<file path="src/rtl/sq_seq_pkg.sv">
// Shared types and sizes for the 3x3 window squaring sequencer.
package sq_seq_pkg;
    localparam int NUM_TAPS = 9;
    localparam int TAP_W    = 8;
    localparam int IDX_W    = 4;

    typedef enum logic [1:0] {
        IDLE  = 2'd0,
        ISSUE = 2'd1,
        DRAIN = 2'd2,
        DONE  = 2'd3
    } state_t;

    typedef struct packed {
        logic             valid;
        logic [IDX_W-1:0] idx;
    } tag_t;
endpackage

</file>
<file path="src/rtl/multiplier8bit8.sv">
// Pipelined 8x8 multiplier returning the low byte of the product after LAT register stages.
module multiplier8bit8 #(
    parameter int LAT = 1
) (
    input  logic       clk,
    input  logic       rst,
    input  logic [7:0] op1,
    input  logic [7:0] op2,
    output logic [7:0] res
);
    logic [15:0] prod;
    logic [7:0]  pipe [LAT];

    assign prod = {8'd0, op1} * {8'd0, op2};

    always_ff @(posedge clk or negedge rst) begin
        if (!rst) begin
            for (int i = 0; i < LAT; i++) pipe[i] <= '0;
        end else begin
            pipe[0] <= prod[7:0];
            for (int i = 1; i < LAT; i++) pipe[i] <= pipe[i-1];
        end
    end

    assign res = pipe[LAT-1];
endmodule

</file>
<file path="src/rtl/sq_window_sequencer.sv">
// Squares the nine taps of a 3x3 window through one shared multiplier8bit8.
// Optional window counter output enabled by defining SQ_SEQ_WINCNT_EN.
//
// state | meaning
// IDLE  | waiting for a window, in_ready high
// ISSUE | one tap per cycle into the multiplier
// DRAIN | collecting the remaining in-flight results
// DONE  | output window held until downstream accepts it
module sq_window_sequencer
    import sq_seq_pkg::*;
#(
    parameter int MUL_LAT = 1
) (
    input  logic        clk,
    input  logic        rst,
    input  logic        in_valid,
    output logic        in_ready,
    input  logic [71:0] c_in,
    input  logic [71:0] p_in,
    output logic        out_valid,
    input  logic        out_ready,
    output logic [71:0] c_out,
    output logic [71:0] p_out,
    output logic        busy
`ifdef SQ_SEQ_WINCNT_EN
    ,
    output logic [15:0] win_count
`endif
);
    state_t           state, state_nxt;
    logic [IDX_W-1:0] k;
    logic [71:0]      op_buf;
    tag_t             tags [MUL_LAT];
    tag_t             tag_in, tag_out;
    logic [7:0]       op_tap, mul_res;
    logic             accept, last_res, out_hs, last_issue;

    assign accept     = (state == IDLE) && in_valid;
    assign out_hs     = (state == DONE) && out_ready;
    assign last_issue = (k == IDX_W'(NUM_TAPS - 1));
    assign tag_out    = tags[MUL_LAT-1];
    assign last_res   = tag_out.valid && (tag_out.idx == IDX_W'(NUM_TAPS - 1));
    assign op_tap     = op_buf[k*TAP_W +: TAP_W];

    assign in_ready  = (state == IDLE);
    assign busy      = (state != IDLE);
    assign out_valid = (state == DONE);

    always_ff @(posedge clk or negedge rst) begin
        if (!rst) state <= IDLE;
        else      state <= state_nxt;
    end

    always_comb begin
        state_nxt = state;
        tag_in    = '0;
        case (state)
            IDLE:  if (in_valid) state_nxt = ISSUE;
            ISSUE: begin
                tag_in = tag_t'{valid: 1'b1, idx: k};
                if (last_issue) state_nxt = DRAIN;
            end
            DRAIN: if (last_res) state_nxt = DONE;
            DONE:  if (out_ready) state_nxt = IDLE;
            default: state_nxt = IDLE;
        endcase
    end

    multiplier8bit8 #(.LAT(MUL_LAT)) u_mul (
        .clk (clk),
        .rst (rst),
        .op1 (op_tap),
        .op2 (op_tap),
        .res (mul_res)
    );

    // Results land only behind a valid tag, so multiplier garbage is never stored.
    always_ff @(posedge clk or negedge rst) begin
        if (!rst) begin
            k      <= '0;
            op_buf <= '0;
            c_out  <= '0;
            p_out  <= '0;
            for (int i = 0; i < MUL_LAT; i++) tags[i] <= '0;
        end else begin
            if (accept) begin
                op_buf <= c_in;
                p_out  <= p_in;
                k      <= '0;
            end else if (state == ISSUE && !last_issue) begin
                k <= k + 1'b1;
            end
            tags[0] <= tag_in;
            for (int i = 1; i < MUL_LAT; i++) tags[i] <= tags[i-1];
            if (tag_out.valid) c_out[tag_out.idx*TAP_W +: TAP_W] <= mul_res;
        end
    end

`ifdef SQ_SEQ_WINCNT_EN
    always_ff @(posedge clk or negedge rst) begin
        if (!rst)        win_count <= '0;
        else if (out_hs) win_count <= win_count + 16'd1;
    end
`else
    logic unused_hs;
    assign unused_hs = out_hs;
`endif
endmodule

</file>
<file path="config.mk">
export PLATFORM = sky130hd
export DESIGN_NAME = sq_window_sequencer
export DESIGN_NICKNAME = d
export VERILOG_FILES = /design/src/rtl/sq_seq_pkg.sv /design/src/rtl/multiplier8bit8.sv /design/src/rtl/sq_window_sequencer.sv
export SDC_FILE = /design/constraint.sdc
export NUM_CORES = 1
export LEC_CHECK = 0
export CAP_MARGIN = 25
export CORE_UTILIZATION = 30
export CTS_CLUSTER_DIAMETER = 50
export DETAILED_ROUTE_END_ITERATION = 10
export SKIP_LAST_GASP = 1
export SYNTH_ARGS = -nofsm -noshare
export SYNTH_HDL_FRONTEND = slang
export SYNTH_SLANG_ARGS = --single-unit
</file>
<file path="constraint.sdc">
create_clock -name clk -period 4.7 [get_ports clk]
set_clock_uncertainty 0.15 [all_clocks]
set_input_delay 0.47 -clock clk [delete_from_list [all_inputs] [get_ports clk]]
set_output_delay 0.47 -clock clk [all_outputs]
set_load 0.1 [all_outputs]
</file>
; ---- Yosys cells after proc, flatten, opt, wreduce, memory -nomap -nowiden
; Cells that the tools add are included.
[totals]
output_inout_bits = 147
reg_bits = 235
input_bits = 148
elab_cells = 40
[classes]
muxes = 9
add_sub_neg = 2
eq_ne = 9
mul = 1
shifts = 3
reduce_logical = 8
[ops]
columns = operator, count
row1 = bitwise mux 72 bit, 1
row2 = variable shift 8 x 34 -> 72 bit (first input constant), 1
row3 = indexed part select 72 x 8 -> 8 bit, 1
row4 = indexed part select 8 x 34 -> 72 bit, 1
row5 = negator 7 -> 34 bit, 1
row6 = equality test 4 bit (second input constant), 2
row7 = multiplier 8 x 8 -> 8 bit, 1
row8 = two-way mux 2 bit, 4
row9 = two-way mux 4 bit, 2
row10 = one-hot mux 2 bit (4 select lines), 1
row11 = != test 2 bit (second input constant), 3
row12 = two-way mux 5 bit, 1
row13 = adder 4 x 1 -> 4 bit (second input constant), 1
row14 = equality test 2 bit (second input constant), 2
row15 = AND reduction 4 bit, 1
row16 = nonzero test 2 bit, 2
row17 = logical AND 1 bit, 3
row18 = equality test 2 x 1 -> 1 bit (second input constant), 1
row19 = zero test 2 bit, 1
row20 = != test 2 x 1 -> 1 bit (second input constant), 1
row21 = zero test 1 bit, 1

; ---- Logic depth before layout (Yosys ltp)
[depth]
ltp_word = 5
mapped_depth = 18
mapped_depth_nobuf = 17

; ---- Modules after synthesis
; A second synthesis with hierarchy kept.
[hier_totals]
hier_cells = 725
hier_area_um2 = 10485.1
[modules_own_cells]
columns = mod, seq_area_each_um2, cells_per_inst, instances, area_each_um2
row1 = sq_window_sequencer, 5680.4, 615, 1, 9397.8
row2 = multiplier8bit8, 200.2, 110, 1, 1087.3

; ---- Worst setup path after synthesis
; No wires, ideal clock.
[synth_path]
kind = register to register
start = reg k[1]
end = reg u_mul.pipe (netlist bit u_mul.res[7])
setup_ns = 0.080
n_path_buf = 1
t_arrival_ns = 4.232
slack_ns = 0.238
t_required_ns = 4.470
stages_incl_launch_ff = 18
period_less_slack_ns = 4.462
cell_sequence = dfrtp_1 > buf_4 > nor4b_2 > nand2_1 > o21a_1 > or2_1 > fa_1 > fa_1 > inv_1 > ha_1 > inv_1 > fa_1 > inv_1 > ha_1 > a21o_1 > a21oi_1 > xnor2_1 > xnor2_1
[synth_via]
elab_chain_cells = 2
[synth_lines]
columns = item, line
row1 = "start, declared", sq_window_sequencer.sv:31  ; logic [IDX_W-1:0] k;
row2 = "start signal, assigned", sq_window_sequencer.sv:91  ; k <= k + 1'b1;
row3 = indexed part select 72 x 8 -> 8 bit, sq_window_sequencer.sv:43  ; assign op_tap = op_buf[k*TAP_W +: TAP_W];
row4 = multiplier 8 x 8 -> 8 bit, multiplier8bit8.sv:14  ; assign prod = {8'd0, op1} * {8'd0, op2};
row5 = named net u_mul.prod[7], multiplier8bit8.sv:11  ; logic [15:0] prod;
row6 = "end, declared", multiplier8bit8.sv:12  ; logic [7:0] pipe [LAT];
; The timed path passes the listed nets, and every way through them passes these cells.
; A chain may end at the register's enable or synchronous reset.

; ---- Final worst setup path
[layout_path]
start = reg k[0]
end = reg u_mul.pipe (netlist bit u_mul.res[7])
; Same word-level chain as after synthesis.

==> metrics <==
actual slew at the worst max-slew pin 1.07 ns; clk buf depth 3; largest net degree at the start of global routing 77; Slew HR 28.5%; DR vias/cell 4.44; Seq/Total Area, Yosys 56.1%; Rows 65; reg2reg end u_mul.res[7]; vias in the first global route 8013; area of the multi-input gates 3870 sq um; Routed WL 26500 microns; initial antenna violation count 1; Die Width 181 microns; CP cell instances buf_4, mux4_2, mux2i_1, o21a_1, or2_4, fa_1, fa_1, inv_1, ha_1, inv_1, fa_1, inv_1, ha_4, a21o_1, a21oi_2, xnor2_1, xnor2_1; Sink Count 216; Core ar. 31600 sq um; Setup CP Type register to register; Fin. Hold Viols 0; RSZ-0062 raised after global routing false; GRT Overall Usage 16.5%; maxcap violations 0; Hold Crit Start c_in[59]; Initial Utilization 30.5%; syn avg cell area 9.50 sq um; synth cell count leaders nand2_1, dfrtp_1, clkbuf_1; CTS tree done; worst r2r src k[0]; cell taking the most area after synthesis dfrtp_1; routed wire length per instance 15.4 microns; critical path's largest stage delay 0.53 ns; fin crit share 95.3%; most frequent cell after synthesis nand2_1; async set or reset register ratio after synthesis 100%; Min-Delay Path Class input port to register; Fillers 3053; I/O Pins 295; Top FF cell, synth dfrtp_1; DR pass1 iterations 4; Storage cell area 5410 sq um; Hold EP op_buf[59]; r2r setup slk 0.22 ns; CP top delay family adder cells; crit path buf inv count 4; Port Buffers 276; Nets 1468; Worst Path Arrival 4.82 ns; FF+latch count, synth 216; Clk Latency, worst-skew pair 0.56 ns; Iter 0 DRT Violations 291; Unique masters post-synth 57; Power Density 833 nW/um^2; postcts setup bufs 0; RD Place Congestion 0.790; critical path launch point type register; min Tclk post-route 4.48 ns; Chip Height 181 microns; LEAKAGE 6.61 nW; die area 32800 sq um; CP Capture Type register; Synth Cell Area 9630 sq um; WHS 0.278 ns; clk root buf clkbuf_16; Hold Crit Depth 3; Yosys top cell area share 56.1%; Post-synth EDFFs 0; Setup TNS 0 ns; Max IR drop VDD 624 uV; Post-route DRC 0; vias 7639; Final setup viols 0; synth top area cells dfrtp_1, nand2_1, mux2_2; htree depth 1; Post-Synthesis Cells 1014; Layout area overhead 45.3%; CP max stage cell fa_1; DPL Wire Length 19400 microns; Clock Pin Slew Worst Setup and Hold Paths 0.07 ns; layout cells sized above 1 10.5%; WP data required 5.03 ns; final slew viol count 0; total global routing overflow 0; Max Clock Freq 223 MHz; Post-DRT Antenna Nets 0; R2R depth 17; TritonCTS Buffers 31; status completed; first-pass GRT wire length 43600 microns; CP max FO 5; YS warnings 0
area by class of cell:
class,count,share of cell area (%)
diodes,1,0.0179
clock inverters,23,2.28
repair buffers,297,21.1
clock buffers,35,5.86
multi-input cells,715,27.7
inverters,32,0.858
well taps,402,3.59
flip-flops and latches,216,38.6
per-stage QoR:
step                      cell area [sq um]  worst slack, ns  util, %  power [mW]  std cells
after floorplan                        9660            0.238        -        7.54       1022
after global placement                12800            0.169     40.5        8.98       1660
after detailed placement              12800           0.0924     40.6        9.11       1661
after CTS                             14000           0.0708     44.3        11.7       1720
after global routing                  14000           0.0266     44.4        12.4       1721
final                                 14000            0.220     44.4        11.7       1721
worst reg2reg max path, cell delays in order (launching register included):
cell and delay [ns]:
dfrtp_2 0.44, buf_4 0.18, mux4_2 0.35, mux2i_1 0.11
o21a_1 0.23, or2_4 0.28, fa_1 0.38, fa_1 0.48
inv_1 0.04, ha_1 0.27, inv_1 0.05, fa_1 0.53
inv_1 0.07, ha_4 0.25, a21o_1 0.16, a21oi_2 0.14
xnor2_1 0.14, xnor2_1 0.14
layout by cell type (no fill, tap or decap), types with 5 or more instances in the layout:
| master | netlist | routed |
|---|---|---|
| mux2i_1 | 5 | 5 |
| nand2_1 | 478 | 477 |
| clkbuf_16 | 0 | 31 |
| nor2_1 | 29 | 29 |
| a211oi_1 | 5 | 5 |
| xnor2_1 | 11 | 11 |
| conb_1 | 1 | 9 |
| ha_1 | 18 | 17 |
| clkdlybuf4s50_1 | 0 | 275 |
| bufinv_16 | 0 | 5 |
| buf_4 | 10 | 18 |
| o21ai_1 | 7 | 7 |
| nor2b_1 | 8 | 8 |
| dfrtp_1 | 216 | 214 |
| inv_6 | 0 | 6 |
| nand2b_1 | 6 | 6 |
| inv_1 | 29 | 29 |
| nand3_1 | 11 | 11 |
| mux2_2 | 28 | 28 |
| o21ai_0 | 25 | 25 |
| fa_1 | 9 | 9 |
| mux4_2 | 8 | 8 |
kinds of logic (layout without fill, tap and decap cells):
| logic type | count (synthesis) | in the layout | share of synthesized area [%] |
|---|---|---|---|
| mux | 45 | 45 | 6.52 |
| simple gates | 559 | 559 | 23.2 |
| compound gates | 61 | 61 | 4.23 |
| flops | 216 | 216 | 56.1 |
| xor+xnor | 14 | 14 | 1.35 |
| buf+inv | 91 | 387 | 4.29 |
| fa+ha+maj | 27 | 27 | 4.21 |
| other cells | 1 | 10 | 0.0389 |
timing repair:
item,in CTS,in global routing
setup endpoints to repair,0,1
hold buffers,1,0
hold endpoints to repair,66,0
gates resized for setup,0,6
power breakdown:
group	total [mW]	switching (mW)	internal, mW
Sequential	2.95	0.443	2.51
Combinational	6.19	4.26	1.93
Clock	2.52	0.952	1.57
Total	11.7	5.66	6.00
worst max path at each step:
stage	from	endpoint	slack, ns	depth (start not counted)
after floorplan	k[1]	u_mul.res[7]	0.24	17
after global placement	k[0]	u_mul.res[7]	0.17	17
after detailed placement	k[1]	u_mul.res[7]	0.09	17
after CTS	k[1]	u_mul.res[7]	0.07	17
after global routing	k[1]	u_mul.res[7]	0.03	18
final	k[0]	u_mul.res[7]	0.22	17
routing by layer:
metal  share of wire (%)  track usage [%]
met1                  43             20.8
met2                  47             27.6
met3                 8.3             5.40
met4                 1.3             3.46
met5                   0                0
state kept, by name (all words and copies together) (netlist names):
| name | count |
|---|---|
| state | 2 |
| u_mul.res | 7 |
| op_buf | 63 |
| k | 4 |
| tag_out | 5 |
| p_out | 72 |
| c_out | 63 |
No activity file was read; power rests on OpenSTA's default activity.
